===== config.mk =====
export PLATFORM = sky130hd
export DESIGN_NAME = tetris_input_encoder
export DESIGN_NICKNAME = d
export VERILOG_FILES = /design/src/rtl/tetris_input_encoder.sv
export SDC_FILE = /design/constraint.sdc
export NUM_CORES = 1
export LEC_CHECK = 0
export CORE_MARGIN = 5
export CORE_UTILIZATION = 55
export CTS_BUF_LIST = sky130_fd_sc_hd__clkbuf_16
export DETAILED_ROUTE_END_ITERATION = 6
export PLACE_DENSITY_LB_ADDON = 0.05
export SLEW_MARGIN = 10
export SYNTH_ARGS = -nofsm -noshare
export SYNTH_HDL_FRONTEND = slang
export SYNTH_SLANG_ARGS = --single-unit

===== constraint.sdc =====
create_clock -name clk -period 3.5 [get_ports clk]
set_input_delay 0.7 -clock clk [delete_from_list [all_inputs] [get_ports clk]]
set_output_delay 0.7 -clock clk [all_outputs]
set_load 0.005 [all_outputs]

===== src/rtl/tetris_input_encoder.sv =====
// Button front end: sync, debounce, press edges, auto-repeat, held command.
// Auto-repeat is built only when TETRIS_AUTO_REPEAT_EN is defined.
module tetris_input_encoder #(
    parameter int unsigned DEBOUNCE_CYCLES = 500000,
    parameter int unsigned REPEAT_DELAY    = 15000000,
    parameter int unsigned REPEAT_RATE     = 5000000,
    parameter int unsigned CNT_W           = 25
) (
    input  logic       clk,
    input  logic       reset,
    input  logic [5:0] btn_raw,
    input  logic       cmd_ack,
    output logic [3:0] controller_out,
    output logic       cmd_pending,
    output logic [5:0] btn_state
);

    localparam logic [3:0] CMD_NONE      = 4'd0;
    localparam logic [3:0] CMD_LEFT      = 4'd1;
    localparam logic [3:0] CMD_RIGHT     = 4'd2;
    localparam logic [3:0] CMD_DOWN      = 4'd3;
    localparam logic [3:0] CMD_START     = 4'd4;
    localparam logic [3:0] CMD_ROTATE    = 4'd5;
    localparam logic [3:0] CMD_HARD_DROP = 4'd6;

    localparam logic [CNT_W-1:0] CNT_ONE = CNT_W'(1);
    localparam logic [CNT_W-1:0] DB_TERM = CNT_W'(DEBOUNCE_CYCLES);

    logic [5:0]            sync1_q, sync2_q;
    logic [5:0]            state_q, state_d;
    logic [5:0]            prev_q;
    logic [5:0][CNT_W-1:0] db_cnt_q, db_cnt_d;
    logic [5:0]            press;
    logic                  rep_fire;
    logic [3:0]            rep_code;
    logic [3:0]            ev_code;
    logic [3:0]            cmd_q, cmd_d;
    logic                  pend_q, pend_d;

    // A differing level must survive the terminal count once more before it flips.
    always_comb begin
        state_d  = state_q;
        db_cnt_d = '0;
        for (int i = 0; i < 6; i++) begin
            if (sync2_q[i] != state_q[i]) begin
                if (db_cnt_q[i] == DB_TERM) begin
                    state_d[i] = ~state_q[i];
                end else begin
                    db_cnt_d[i] = db_cnt_q[i] + CNT_ONE;
                end
            end
        end
    end

    assign press = state_q & ~prev_q;

`ifdef TETRIS_AUTO_REPEAT_EN
    typedef enum logic [1:0] {
        R_IDLE,
        R_DELAY,
        R_REPEAT
    } rep_state_e;

    localparam logic [CNT_W-1:0] DELAY_TERM = CNT_W'(REPEAT_DELAY - 1);
    localparam logic [CNT_W-1:0] RATE_TERM  = CNT_W'(REPEAT_RATE - 1);

    rep_state_e       rep_state_q, rep_state_d;
    logic [CNT_W-1:0] rep_cnt_q, rep_cnt_d;
    logic [1:0]       rep_btn_q, rep_btn_d;
    logic [1:0]       arm_btn;
    logic [CNT_W-1:0] rep_term;

    assign arm_btn  = press[2] ? 2'd2 : (press[0] ? 2'd0 : 2'd1);
    assign rep_term = (rep_state_q == R_DELAY) ? DELAY_TERM : RATE_TERM;
    assign rep_code = {2'b00, rep_btn_q} + 4'd1;

    always_comb begin
        rep_state_d = rep_state_q;
        rep_cnt_d   = rep_cnt_q;
        rep_btn_d   = rep_btn_q;
        rep_fire    = 1'b0;
        if (|press[2:0]) begin
            rep_state_d = R_DELAY;
            rep_cnt_d   = '0;
            rep_btn_d   = arm_btn;
        end else begin
            unique case (rep_state_q)
                R_DELAY, R_REPEAT: begin
                    if (!state_q[rep_btn_q]) begin
                        rep_state_d = R_IDLE;
                        rep_cnt_d   = '0;
                    end else if (rep_cnt_q == rep_term) begin
                        rep_fire    = 1'b1;
                        rep_state_d = R_REPEAT;
                        rep_cnt_d   = '0;
                    end else begin
                        rep_cnt_d = rep_cnt_q + CNT_ONE;
                    end
                end
                default: begin
                    rep_state_d = R_IDLE;
                    rep_cnt_d   = '0;
                end
            endcase
        end
    end

    always_ff @(posedge clk) begin
        if (reset) begin
            rep_state_q <= R_IDLE;
            rep_cnt_q   <= '0;
            rep_btn_q   <= 2'd0;
        end else begin
            rep_state_q <= rep_state_d;
            rep_cnt_q   <= rep_cnt_d;
            rep_btn_q   <= rep_btn_d;
        end
    end
`else
    logic unused_rep_cfg;

    assign unused_rep_cfg = ^{REPEAT_DELAY, REPEAT_RATE};
    assign rep_fire       = 1'b0;
    assign rep_code       = CMD_NONE;
`endif

    always_comb begin
        ev_code = CMD_NONE;
        priority case (1'b1)
            press[4]: ev_code = CMD_START;
            press[3]: ev_code = CMD_ROTATE;
            press[5]: ev_code = CMD_HARD_DROP;
            press[2]: ev_code = CMD_DOWN;
            press[0]: ev_code = CMD_LEFT;
            press[1]: ev_code = CMD_RIGHT;
            rep_fire: ev_code = rep_code;
            default:  ev_code = CMD_NONE;
        endcase
    end

    // An idle slot always reflects the winner, so no event also means clear.
    always_comb begin
        cmd_d  = cmd_q;
        pend_d = pend_q;
        if (!pend_q || cmd_ack) begin
            cmd_d  = ev_code;
            pend_d = (ev_code != CMD_NONE);
        end
    end

    always_ff @(posedge clk) begin
        if (reset) begin
            sync1_q  <= '0;
            sync2_q  <= '0;
            state_q  <= '0;
            prev_q   <= '0;
            db_cnt_q <= '0;
            cmd_q    <= CMD_NONE;
            pend_q   <= 1'b0;
        end else begin
            sync1_q  <= btn_raw;
            sync2_q  <= sync1_q;
            state_q  <= state_d;
            prev_q   <= state_q;
            db_cnt_q <= db_cnt_d;
            cmd_q    <= cmd_d;
            pend_q   <= pend_d;
        end
    end

    assign controller_out = cmd_q;
    assign cmd_pending    = pend_q;
    assign btn_state      = state_q;

endmodule


==> impl_results.md <==
- Status: complete, no violations
- Iter 0 DRT Violations: about 420
- # diodes: 0
- Top cells by area, synth: dfxtp_1, xnor2_1, nor2_1
- Layout cells sized above 1: 4.04%
- Chip width: 131 um
- Setup CP Type: reg -> reg
- Total CTS buffers: 17
- Total grt overflow: 0
- Tot GR Track Use: 19.3%
- Grt met1 use: ~25%
- Fraction of registers with async set/reset: 0%
- Beginning of the worst hold path: sync1_q[4]$_SDFF_PP0_
- Cts hold-fix bufs: 0
- Relative max-transition margin: roughly 31%
- Synth warnings: 0
- Area of the die: 17300 sq um
- Slew Viols, Final: 0
- Critical path fanouts, max: 25
- Placed cell count: around 1.1k
- Met2 Use GR: between 30% and 40%
- Initial Util: roughly 56%
- Leakage power: between 2 and 3 nW
- Reg2Reg Setup Slack: between 1 and 1.5 ns
- Setup TNS: 0 ns
- Routed wire length: approximately 17000 um
- Clock Pin Slew Worst Setup and Hold Paths: approximately 0.06 ns
- Worst Reg-to-Reg Cells: 4
- H-tree levels: 4
- Final Non-Filler Cells: 1150
- Fin crit period: ~2.4 ns
- Synthesized cell area: roughly 8000 sq um
- Post-CTS sizing: 0
- Max cap viols: 0
- DRC: 0
- Drt wl/cell: between 10 and 15 um
- Largest net degree at the start of global routing: 26
- Vias: around 6.8k
- Routed Antenna Nets: 0
- Core footprint: approximately 14000 sq um
- Worst setup SP type: register
- Drt first pass iters: 4
- Crit end category: register
- Worst hold path depth: 1
- Gr busiest metal: met2
- Hold WC Path Type: reg -> reg
- Post-Syn Nets: roughly 970
- IR drop worst, VDD: ~0.00034 V
- Worst R2R Start: db_cnt_q[69]$_SDFF_PP0_
- Ports: 20
- PD cells: 422 nW/um^2
- Layout Nets: 977
- Endpoints failing hold: 0
- Area Growth Syn to Fin: 9.87%
- Final setup violating endpoints: 0
- Port bufs: 18
- Hold worst-path end: sync2_q[4]$_SDFF_PP0_
- Achievable Freq: just over 400 MHz
- Cell Rows: 44
- Final GP Congestion: 0.828
- Reg-to-reg endpoint: db_cnt_q[52]$_SDFF_PP0_
- Tcrit/Tclk final: 68.9%
- Buffers inserted by post-CTS timing repair: 0
- Clock Latency Late Sink: 0.42 ns
- Worst hold slack: 0.433 ns
- First-pass GRT wire length: between 20000 and 30000 um
- CTS sink count: 178
- Most common cell after layout, fill and taps aside: dfxtp_1
- CTS tree: yes
- Number of synthesized flops with an enable pin: 0
- Most used DFF post-synth: dfxtp_1
- Actual slew at the worst max-slew pin: slightly above 1 ns
- Via density: 5.89
- Area share of the largest cell type after synthesis: about 44%
- Post-synthesis sequential area ratio: 43.9%
- Detailed placer's ending HPWL: 11800 um
- RSZ-0062 raised after global routing: false
- Root buffer cell: clkbuf_16
- Unique masters post-synth: 46
- Crit path required time: 3.77 ns
- Commonest non-fill, non-tap cells in the layout: dfxtp_1, nor2_1, a21oi_1
- Initial antenna violation count: 0
- Syn avg cell area: ~8.5 sq um
- Grt met3 use: approximately 4.4%
- Die Y: about 130 um
- Max Clock Skew: roughly 0.0091 ns
- Synth Register Bits: about 180
- CTS Buffer Depth: 2
- Worst EP arrival: between 2 and 3 ns
- Vias in the first global route: 6400
- Yosys top cell by area: dfxtp_1
- Cell count after synthesis: 951
==> worst max-delay path, stage by stage, from the launching register on <==
cell and delay [ns]:
dfxtp_1 0.34, or4b_1 0.52, or3_1 0.43, o21ai_2 0.83
nor2_1 0.13
==> routing by layer <==
layer	vias up	share of wire, %	wire, um
li1	3424	-	-
met5	-	0	0
met4	0	1.4	233
met1	3212	48	7960
met2	116	47	7840
met3	21	3.4	568
==> logic make-up (layout without fill, tap and decap cells) <==
family                     Yosys count  after routing  synth area share [%]
AOI/OAI and AO/OA                  150            150                  10.6
and+or+nand+nor                    444            444                  30.6
adders and majority gates           12             12                  1.85
xor gates and xnor gates            82             82                  8.85
other                                1              1                0.0462
buffers and inverters               84             99                  4.13
DFF                                178            178                  43.9
==> area by class of cell <==
type | count | area [sq um]
fillers | 1276 | 5560
clock buffers | 17 | 425
clock inverters | 12 | 78.8
flip-flops and latches | 178 | 3560
multi-input cells | 689 | 4220
well taps | 184 | 230
inverters | 45 | 169
repair buffers | 25 | 233
==> stage by stage <==
| stage | instance area [sq um] | worst slack, ns | power (mW) | util [%] |
|---|---|---|---|---|
| floorplan | 8120 | 1.50 | 2.11 | - |
| global placement | 8410 | 1.08 | 2.13 | 58.1 |
| detailed placement | 8410 | 1.03 | 2.13 | 58.1 |
| CTS | 8920 | 1.11 | 3.80 | 61.6 |
| global route | 8920 | 0.871 | 3.89 | 61.6 |
| finish | 8920 | 1.09 | 3.76 | 61.6 |
==> cells in the mapped netlist, types with 13 or more instances <==
| master | instances |
|---|---|
| dfxtp_1 | 178 |
| o21ai_0 | 37 |
| nor2b_1 | 19 |
| nand2_1 | 45 |
| nor2_1 | 113 |
| xor2_1 | 33 |
| o31ai_1 | 31 |
| xnor2_1 | 49 |
| inv_1 | 45 |
| and4_1 | 17 |
| clkbuf_1 | 29 |
| a21oi_1 | 68 |
| nor4_1 | 20 |
| and3_1 | 13 |
| nand3_1 | 51 |
| or3_1 | 37 |
| nor4b_1 | 16 |
| or4_1 | 37 |
| nand4_1 | 43 |
==> how the worst max path moves through the flow <==
stage,start,cells after the start,to
CTS,db_cnt_q[69]$_SDFF_PP0_,4,db_cnt_q[52]$_SDFF_PP0_
finish,db_cnt_q[69]$_SDFF_PP0_,4,db_cnt_q[52]$_SDFF_PP0_
floorplan,db_cnt_q[50]$_SDFF_PP0_,6,db_cnt_q[74]$_SDFF_PP0_
detailed placement,reset,5,db_cnt_q[42]$_SDFF_PP0_
global route,db_cnt_q[69]$_SDFF_PP0_,4,db_cnt_q[52]$_SDFF_PP0_
global placement,reset,5,db_cnt_q[30]$_SDFF_PP0_
==> flip-flops by register name (all words and copies together), names as in the netlist <==
name	flops
sync2_q	6
prev_q	6
cmd_pending	1
btn_state	6
sync1_q	6
controller_out	3
db_cnt_q	150
==> power by group <==
part,internal (mW),switching (mW)
clock,0.943,0.732
combinational,0.0207,0.0274
sequential,2.03,0.00504
Note: power is estimated with default switching activity, not from simulation.
